File: config.mk
export PLATFORM = sky130hd
export DESIGN_NAME = hram_slot_arbiter_flat
export DESIGN_NICKNAME = d
export VERILOG_FILES = /design/src/rtl/hram_slot_arbiter_if.sv /design/src/rtl/hram_slot_arbiter.sv /design/src/flat_wrapper.sv
export SDC_FILE = /design/constraint.sdc
export NUM_CORES = 1
export LEC_CHECK = 0
export CAP_MARGIN = 20
export CORE_ASPECT_RATIO = 1.5
export CORE_MARGIN = 4
export CORE_UTILIZATION = 40
export DETAILED_ROUTE_END_ITERATION = 10
export GPL_ROUTABILITY_DRIVEN = 0
export GPL_TIMING_DRIVEN = 0
export HOLD_SLACK_MARGIN = 0.08
export PLACE_DENSITY = 0.75
export SYNTH_ARGS = -nofsm -noshare
export SYNTH_HDL_FRONTEND = slang
export SYNTH_SLANG_ARGS = --single-unit
File: constraint.sdc
create_clock -name clk -period 4.97 [get_ports clk]
set_input_delay 0.7455 -clock clk [delete_from_list [all_inputs] [get_ports clk]]
set_output_delay 0.7455 -clock clk [all_outputs]
set_load 0.02 [all_outputs]
File: src/rtl/hram_slot_arbiter_if.sv
// Requester/controller bus of the HyperRAM slot arbiter.
//   m_req/m_ack/m_we/m_a/m_d/m_q : packed per-master request side, master i at
//                                  slice i (m_a[i*abits +: abits], etc.)
//   s_req/s_ack/s_we/s_a/s_d/s_q : single request port toward the controller
//   busy                         : a grant is outstanding
// modport master : the arbiter itself (drives s_*, m_ack, m_q, busy)
// modport slave  : the environment (requesters plus controller)
interface hram_slot_arbiter_if #(
  parameter int masters = 3,
  parameter int abits   = 24,
  parameter int dbits   = 8
);
  logic [masters-1:0]       m_req;
  logic [masters-1:0]       m_ack;
  logic [masters-1:0]       m_we;
  logic [masters*abits-1:0] m_a;
  logic [masters*dbits-1:0] m_d;
  logic [masters*dbits-1:0] m_q;
  logic                     s_req;
  logic                     s_ack;
  logic                     s_we;
  logic [abits-1:0]         s_a;
  logic [dbits-1:0]         s_d;
  logic [dbits-1:0]         s_q;
  logic                     busy;

  modport master (
    input  m_req, m_we, m_a, m_d, s_ack, s_q,
    output m_ack, m_q, s_req, s_we, s_a, s_d, busy
  );

  modport slave (
    output m_req, m_we, m_a, m_d, s_ack, s_q,
    input  m_ack, m_q, s_req, s_we, s_a, s_d, busy
  );
endinterface

File: src/rtl/hram_slot_arbiter.sv
// HyperRAM slot arbiter: shares one controller port among several masters.
// Master 0 is urgent and always wins; masters 1..masters-1 are served
// round-robin, but only while the next predicted phi2 tick is far enough
// away that a background access cannot push an urgent one past the C64
// cycle deadline.
// Ports:
//   clk      system clock
//   reset_n  synchronous active-low reset (controller shares it)
//   phi2tick one-cycle pulse per C64 cycle, used to learn the phi2 period
//   bus      hram_slot_arbiter_if.master (requester side + controller side)

// Per-master read-data holding register.
module hram_slot_lane #(
  parameter int dbits = 8
) (
  input  logic             clk,
  input  logic             reset_n,
  input  logic             load,
  input  logic [dbits-1:0] d,
  output logic [dbits-1:0] q
);
  always_ff @(posedge clk) begin
    if (!reset_n)  q <= '0;
    else if (load) q <= d;
  end
endmodule

module hram_slot_arbiter #(
  parameter int masters      = 3,
  parameter int abits        = 24,
  parameter int dbits        = 8,
  parameter int guard_cycles = 12,
  parameter int cbits        = 8
) (
  input  logic              clk,
  input  logic              reset_n,
  input  logic              phi2tick,
  hram_slot_arbiter_if.master bus
);
  localparam int               IW    = (masters > 1) ? $clog2(masters) : 1;
  localparam logic [cbits-1:0] CMAX  = '1;
  localparam logic [cbits-1:0] GUARD = cbits'(guard_cycles);

  typedef enum logic [1:0] {IDLE, BUSY, DONE} state_t;

  state_t              state, state_nx;
  logic [IW-1:0]       rr_ptr, idx, win;
  logic [cbits-1:0]    cnt, period;
  logic                valid;
  logic                window_open, grant;
  logic [masters-1:0]  elig, ack_r;
  logic                s_req_r, s_we_r, busy_r;
  logic [abits-1:0]    s_a_r;
  logic [dbits-1:0]    s_d_r;
  logic [masters-1:0][dbits-1:0] q_arr;

  assign bus.m_ack = ack_r;
  assign bus.s_req = s_req_r;
  assign bus.s_we  = s_we_r;
  assign bus.s_a   = s_a_r;
  assign bus.s_d   = s_d_r;
  assign bus.busy  = busy_r;
  assign bus.m_q   = q_arr;

  // cnt>=period first, so period-cnt cannot wrap when the tick is late.
  assign window_open = !valid || (cnt >= period) || ((period - cnt) > GUARD);

  // A master whose ack is on the bus this cycle is not yet re-requesting.
  assign elig = bus.m_req & ~ack_r;

  // Winner select: master 0 unconditionally, else round-robin over 1..masters-1
  // starting after rr_ptr, only while the guard window is open.
  always_comb begin
    int j;
    j     = 0;
    grant = 1'b0;
    win   = '0;
    if (elig[0]) begin
      grant = 1'b1;
    end else if (window_open) begin
      for (int k = 1; k < masters; k++) begin
        j = ((int'(rr_ptr) - 1 + k) % (masters - 1)) + 1;
        if (!grant && elig[j]) begin
          grant = 1'b1;
          win   = IW'(j);
        end
      end
    end
  end

  always_ff @(posedge clk) begin
    if (!reset_n) state <= IDLE;
    else          state <= state_nx;
  end

  always_comb begin
    state_nx = state;
    case (state)
      IDLE:    if (grant)     state_nx = BUSY;
      BUSY:    if (bus.s_ack) state_nx = DONE;
      DONE:                   state_nx = IDLE;
      default:                state_nx = IDLE;
    endcase
  end

  always_ff @(posedge clk) begin
    if (!reset_n) begin
      s_req_r <= 1'b0;
      s_we_r  <= 1'b0;
      s_a_r   <= '0;
      s_d_r   <= '0;
      ack_r   <= '0;
      busy_r  <= 1'b0;
      idx     <= '0;
      rr_ptr  <= IW'(masters - 1);
      cnt     <= '0;
      period  <= '0;
      valid   <= 1'b0;
    end else begin
      ack_r <= '0;

      // phi2 period learning; a saturated count means the tick was lost,
      // so the measured interval is meaningless and the guard is disabled.
      if (phi2tick) begin
        cnt    <= '0;
        period <= cnt;
        valid  <= (cnt != CMAX);
      end else begin
        if (cnt != CMAX)         cnt   <= cnt + 1'b1;
        if (cnt >= CMAX - 1'b1)  valid <= 1'b0;
      end

      case (state)
        IDLE: if (grant) begin
          idx     <= win;
          s_we_r  <= bus.m_we[win];
          s_a_r   <= bus.m_a[win*abits +: abits];
          s_d_r   <= bus.m_d[win*dbits +: dbits];
          s_req_r <= 1'b1;
          busy_r  <= 1'b1;
          if (win != '0) rr_ptr <= win;
        end
        BUSY: if (bus.s_ack) begin
          s_req_r    <= 1'b0;
          ack_r[idx] <= 1'b1;
        end
        DONE: busy_r <= 1'b0;
        default: ;
      endcase
    end
  end

  // Read data is captured on every completion, writes included.
  for (genvar i = 0; i < masters; i++) begin : g_lane
    hram_slot_lane #(.dbits(dbits)) u_lane (
      .clk     (clk),
      .reset_n (reset_n),
      .load    ((state == BUSY) && bus.s_ack && (idx == IW'(i))),
      .d       (bus.s_q),
      .q       (q_arr[i])
    );
  end
endmodule
File: src/flat_wrapper.sv
// flat-port wrapper written by rule: the top's interface ports become plain ports
module hram_slot_arbiter_flat 
#(
  parameter int masters      = 3,
  parameter int abits        = 24,
  parameter int dbits        = 8,
  parameter int guard_cycles = 12,
  parameter int cbits        = 8
)
  (clk, reset_n, phi2tick, bus_m_req, bus_m_we, bus_m_a, bus_m_d, bus_s_ack, bus_s_q, bus_m_ack, bus_m_q, bus_s_req, bus_s_we, bus_s_a, bus_s_d, bus_busy);
  hram_slot_arbiter_if #(.masters(masters), .abits(abits), .dbits(dbits)) bus_i ();
  input  logic clk;
  input  logic reset_n;
  input  logic phi2tick;
  input wire logic [$bits(bus_i.m_req)-1:0] bus_m_req;
  input wire logic [$bits(bus_i.m_we)-1:0] bus_m_we;
  input wire logic [$bits(bus_i.m_a)-1:0] bus_m_a;
  input wire logic [$bits(bus_i.m_d)-1:0] bus_m_d;
  input wire logic [$bits(bus_i.s_ack)-1:0] bus_s_ack;
  input wire logic [$bits(bus_i.s_q)-1:0] bus_s_q;
  output wire logic [$bits(bus_i.m_ack)-1:0] bus_m_ack;
  output wire logic [$bits(bus_i.m_q)-1:0] bus_m_q;
  output wire logic [$bits(bus_i.s_req)-1:0] bus_s_req;
  output wire logic [$bits(bus_i.s_we)-1:0] bus_s_we;
  output wire logic [$bits(bus_i.s_a)-1:0] bus_s_a;
  output wire logic [$bits(bus_i.s_d)-1:0] bus_s_d;
  output wire logic [$bits(bus_i.busy)-1:0] bus_busy;
  assign bus_i.m_req = bus_m_req;
  assign bus_i.m_we = bus_m_we;
  assign bus_i.m_a = bus_m_a;
  assign bus_i.m_d = bus_m_d;
  assign bus_i.s_ack = bus_s_ack;
  assign bus_i.s_q = bus_s_q;
  assign bus_m_ack = bus_i.m_ack;
  assign bus_m_q = bus_i.m_q;
  assign bus_s_req = bus_i.s_req;
  assign bus_s_we = bus_i.s_we;
  assign bus_s_a = bus_i.s_a;
  assign bus_s_d = bus_i.s_d;
  assign bus_busy = bus_i.busy;
  hram_slot_arbiter #(.masters(masters), .abits(abits), .dbits(dbits), .guard_cycles(guard_cycles), .cbits(cbits)) u_core (.clk(clk), .reset_n(reset_n), .phi2tick(phi2tick), .bus(bus_i));
endmodule
==> results.rst <==
.. list-table::
   :header-rows: 1

   * - Metric
     - Value
   * - Reg-to-reg startpoint
     - u_core.cnt[2]
   * - Top FF cell, synth
     - dfxtp_1
   * - Power per cell area
     - 292 nW/um^2
   * - Number of global-route vias before repair
     - 4362
   * - Most frequent cell after synthesis
     - dfxtp_1
   * - Half-perimeter wire length of the detailed placement result
     - 10.5 mm
   * - Die W
     - 90.8 um
   * - Max-slew violations
     - 0
   * - Synth Net Count
     - 587
   * - Yosys top cell area share
     - 40.9%
   * - Post-layout power
     - 0.00183 W
   * - Mapped cell area
     - 4110 sq um
   * - Ys async rst share
     - 0%
   * - Capture endpoint of the worst hold path
     - u_core.bus.s_a[12]
   * - EDFF count, synth
     - 0
   * - Routed wire length per instance
     - 17.4 um
   * - Total routing usage reported by global routing
     - 22.6%
   * - Setup Total Neg Slack
     - 0 ns
   * - Number of H-tree levels
     - 3
   * - Post-route standard cell area excluding fillers
     - 6280 sq um
   * - CTS tree
     - done
   * - Placement-stage cell area
     - 6000 sq um
   * - Number of design rule violations left after detail routing
     - 0
   * - Routed via count divided by cell count
     - 5.49
   * - Number of buffers on the longest clock path
     - 2
   * - Cell at the root of the clock tree
     - clkbuf_16
   * - Largest fanout of any net on the critical path
     - 10
   * - Worst Setup Path Type
     - flip-flop to flip-flop
   * - Tightest Hold Check Type
     - flip-flop to flip-flop
   * - Leak pwr
     - 2.59 nW
   * - Max Freq
     - 0.350 GHz
   * - Quantity of hold-fixing buffers added after cts
     - 0
   * - Number of buffers inserted by port buffering
     - 174
   * - Effective utilization at floorplan
     - 40.8%
   * - Element type at the critical path end
     - flip-flop
   * - Worst hold path cell count
     - 1
   * - Leading area contributor after synthesis
     - dfxtp_1
   * - Area Overhead vs Synth
     - 52.7%
   * - Clock insertion delay at the later pin of the skew report
     - 0.34 ns
   * - Internal reg-to-reg setup slack
     - 2.11 ns
   * - Final layout net count
     - 772
   * - Boundary Pins
     - 176
   * - Initial antenna violation count
     - 0
   * - Mux contribution to synthesized area
     - 8.03%
   * - Worst vdd rail ir drop
     - 0.000222 V
   * - Xor/xnor cell area share of the yosys netlist
     - 1.28%
   * - Cells after Synth
     - 463
   * - Die footprint
     - 12000 sq um
   * - Fraction of the yosys area taken by sequential cells
     - 40.9%
   * - Final Util
     - 62.3%
   * - Number of buffers inserted by post-CTS setup repair
     - 0
   * - First-pass iteration count of the detailed router
     - 4
   * - Overall routed net length
     - 13.4 mm
   * - Cell-by-cell listing of the critical path
     - inv_1 > ha_1 > o21ai_1 > a21oi_2 > a221oi_2 > mux2i_1 > nor3_2 > a211oi_2 > clkbuf_1 > a22o_1
   * - Fraction of the cycle the final worst path needs
     - 57.5%
   * - Total setup violations reported at the end of the flow
     - 0
   * - Ant. Diodes
     - 0
   * - Global-route wire length before repair
     - 22.2 mm
   * - Depth of the worst register-to-register path
     - 10
   * - Arithmetic-cell share of the synthesized area counting full adders, half adders and majority gates
     - 3.04%
   * - Data required, critical path
     - 5.25 ns
   * - Warnings from Yosys
     - 0
   * - Startpoint of the worst hold path
     - u_core.bus.s_a[12]
   * - Storage element area
     - 1680 sq um
   * - Status
     - finished, final reports clean
   * - Pin slew with the least headroom to its limit
     - 0.865 ns
   * - Clock tree skew after final layout
     - 0.0107 ns
   * - Number of placement rows
     - 45
   * - Count of distinct cell types in the synthesized netlist
     - 47
   * - Destination of the worst register-to-register timing path
     - u_core.bus.s_a[21]
   * - # fillers
     - 848
   * - Max-cap violations
     - 0
   * - Final critical delay including setup and external delays
     - 2.86 ns
   * - Worst relative slew slack
     - 42.0%
   * - Top cell types by occurrence after synthesis
     - dfxtp_1 (84), nor2_1 (76), inv_1 (45)
   * - RSZ-0062 raised after global routing
     - false
   * - Synthesized area divided by synthesized cell count
     - 8.88 sq um
   * - Family with the most delay on the worst path
     - compound AO/OA/AOI/OAI gates
   * - # clock sinks
     - 84
   * - Delay contributed by the slowest stage of the critical path
     - 0.45 ns
   * - Main combinational cell family by area after synthesis
     - compound AO/OA/AOI/OAI gates
   * - Residual antenna-violating net count after detailed routing
     - 0
   * - Worst path arrival time
     - 3.14 ns
   * - Final Hold Viols
     - 0
   * - Area occupied by multi-input gates
     - 2100 sq um
   * - Worst setup SP type
     - flip-flop
   * - Core region area
     - 10100 sq um
   * - Die height
     - 132 um
   * - Global route overflow
     - 0
   * - Clk pin slew, worst setup/hold paths
     - 0.07 ns
   * - Worst path bufs/invs
     - 2
   * - CTS Buf Count
     - 9
   * - Flip-flop and latch count after synthesis
     - 84
   * - Initial detailed-routing violation count
     - 133
   * - Fraction of layout instances using a drive strength above 1
     - 5.05%
   * - Slowest cell on crit path
     - clkbuf_1
   * - Maximum number of pins on one net before global-route repair
     - 16
   * - Area fraction in and, or, nand and nor cells after synthesis
     - 13.2%
   * - Dominant cells by area after synthesis
     - dfxtp_1 (41%), mux2i_1 (8.0%), a22o_1 (7.2%)
   * - Total via count after detailed routing
     - 4228
   * - Compound-cell area share of the yosys netlist
     - 25.5%
   * - Cts repair resizes
     - 0
-- cell usage in the layout, fill, tap and decap left out, types with 2 or more instances in the layout --
cell type and instances:
clkdlybuf4s50_1 174, dfxtp_1 84, nor2_1 76, inv_1 45, o22ai_1 34, a22o_1 34
mux2i_1 33, a221oi_1 33, clkbuf_1 25, nand2_1 10, ha_1 10, clkbuf_16 9
a21oi_1 7, nor2b_1 5, nand2b_1 4, xnor2_1 4, nand3_1 4, nor4_1 4
buf_6 4, o21ai_0 3, and3_1 3, and2_1 3, buf_4 3, o21a_1 3
nor3_1 3, o21ai_1 2, xor2_1 2, nand4_1 2, nor3_2 2, o211ai_1 2
a211oi_1 2, clkinvlp_4 2
-- worst max-delay path by stage --
stage	startpoint	to	slack, ns	depth (start not counted)
2_1_floorplan	u_core.cnt[2]	u_core.rr_ptr[0]	2.51	10
3_5_place_dp	bus_m_req[0]	u_core.bus.s_d[0]	1.92	7
5_1_grt	u_core.cnt[2]	u_core.bus.s_a[22]	1.80	10
3_3_place_gp	bus_m_req[0]	u_core.bus.s_a[16]	1.93	7
4_1_cts	u_core.cnt[2]	u_core.bus.s_d[2]	2.12	10
6_report	u_core.cnt[2]	u_core.bus.s_a[21]	2.11	10
-- power breakdown --
part	leakage [nW]	switching (W)	internal (W)	total (W)
logic	1.77	0.000217	0.000244	0.000461
clock network	0.131	0.000279	0.000344	0.000623
registers	0.687	0.0000279	0.000722	0.000750
total	2.59	0.000524	0.00131	0.00183
-- through the flow --
| stage | setup slack (ns) | hold WS [ns] | std cells |
|---|---|---|---|
| global route | 1.80 | 0.488 | 770 |
| global placement | 1.93 | 0.460 | 754 |
| floorplan | 2.51 | 0.460 | 463 |
| detailed placement | 1.92 | 0.462 | 754 |
| CTS | 2.12 | 0.482 | 770 |
| finish | 2.11 | 0.480 | 770 |
-- layout make-up --
| type | instances | area share (%) |
|---|---|---|
| clock buffers | 10 | 3.65 |
| clock inverters | 6 | 0.777 |
| inverters | 45 | 2.69 |
| multi-input cells | 302 | 33.4 |
| well taps | 117 | 2.33 |
| flip-flops and latches | 84 | 26.8 |
| repair buffers | 174 | 27.7 |
| plain buffers | 32 | 2.59 |
-- worst register-to-register path, delay by kind of cell (launching register included) --
kind	cells	cell delay, ns
AO/OA/AOI/OAI	5	1.15
adder cells (fa/ha/maj)	1	0.34
multiplexers	1	0.25
AND/OR/NAND/NOR	1	0.09
flip-flops	1	0.43
buffers and inverters	2	0.54
-- metal layers --
layer	GRT usage, %	wire length, um	up-vias
met3	6.57	969	20
met2	40.7	6930	145
li1	-	-	2063
met5	0	0	-
met1	24.7	5220	2000
met4	8.89	300	0
-- cell families (layout without fill, tap and decap cells) --
kind of cell | count (synthesis) | count (layout)
adders and majority gates | 10 | 10
muxes | 33 | 33
and+or+nand+nor | 120 | 120
xor gates and xnor gates | 6 | 6
DFF | 84 | 84
buffers and inverters | 77 | 267
AOI/OAI and AO/OA | 133 | 133
-- flip-flops by register name (all words and copies together) (netlist names) --
name                    flops
u_core.idx                  2
u_core.bus.s_a             24
u_core.valid                1
u_core.rr_ptr               1
u_core.bus.s_req            1
u_core.bus.s_d              8
u_core.g_lane.u_lane.q     24
u_core.bus.busy             1
u_core.cnt                  8
u_core.bus.s_we             1
u_core.bus.m_ack            3
u_core.state                2
u_core.period               8
No activity file was read; power rests on OpenSTA's default activity.
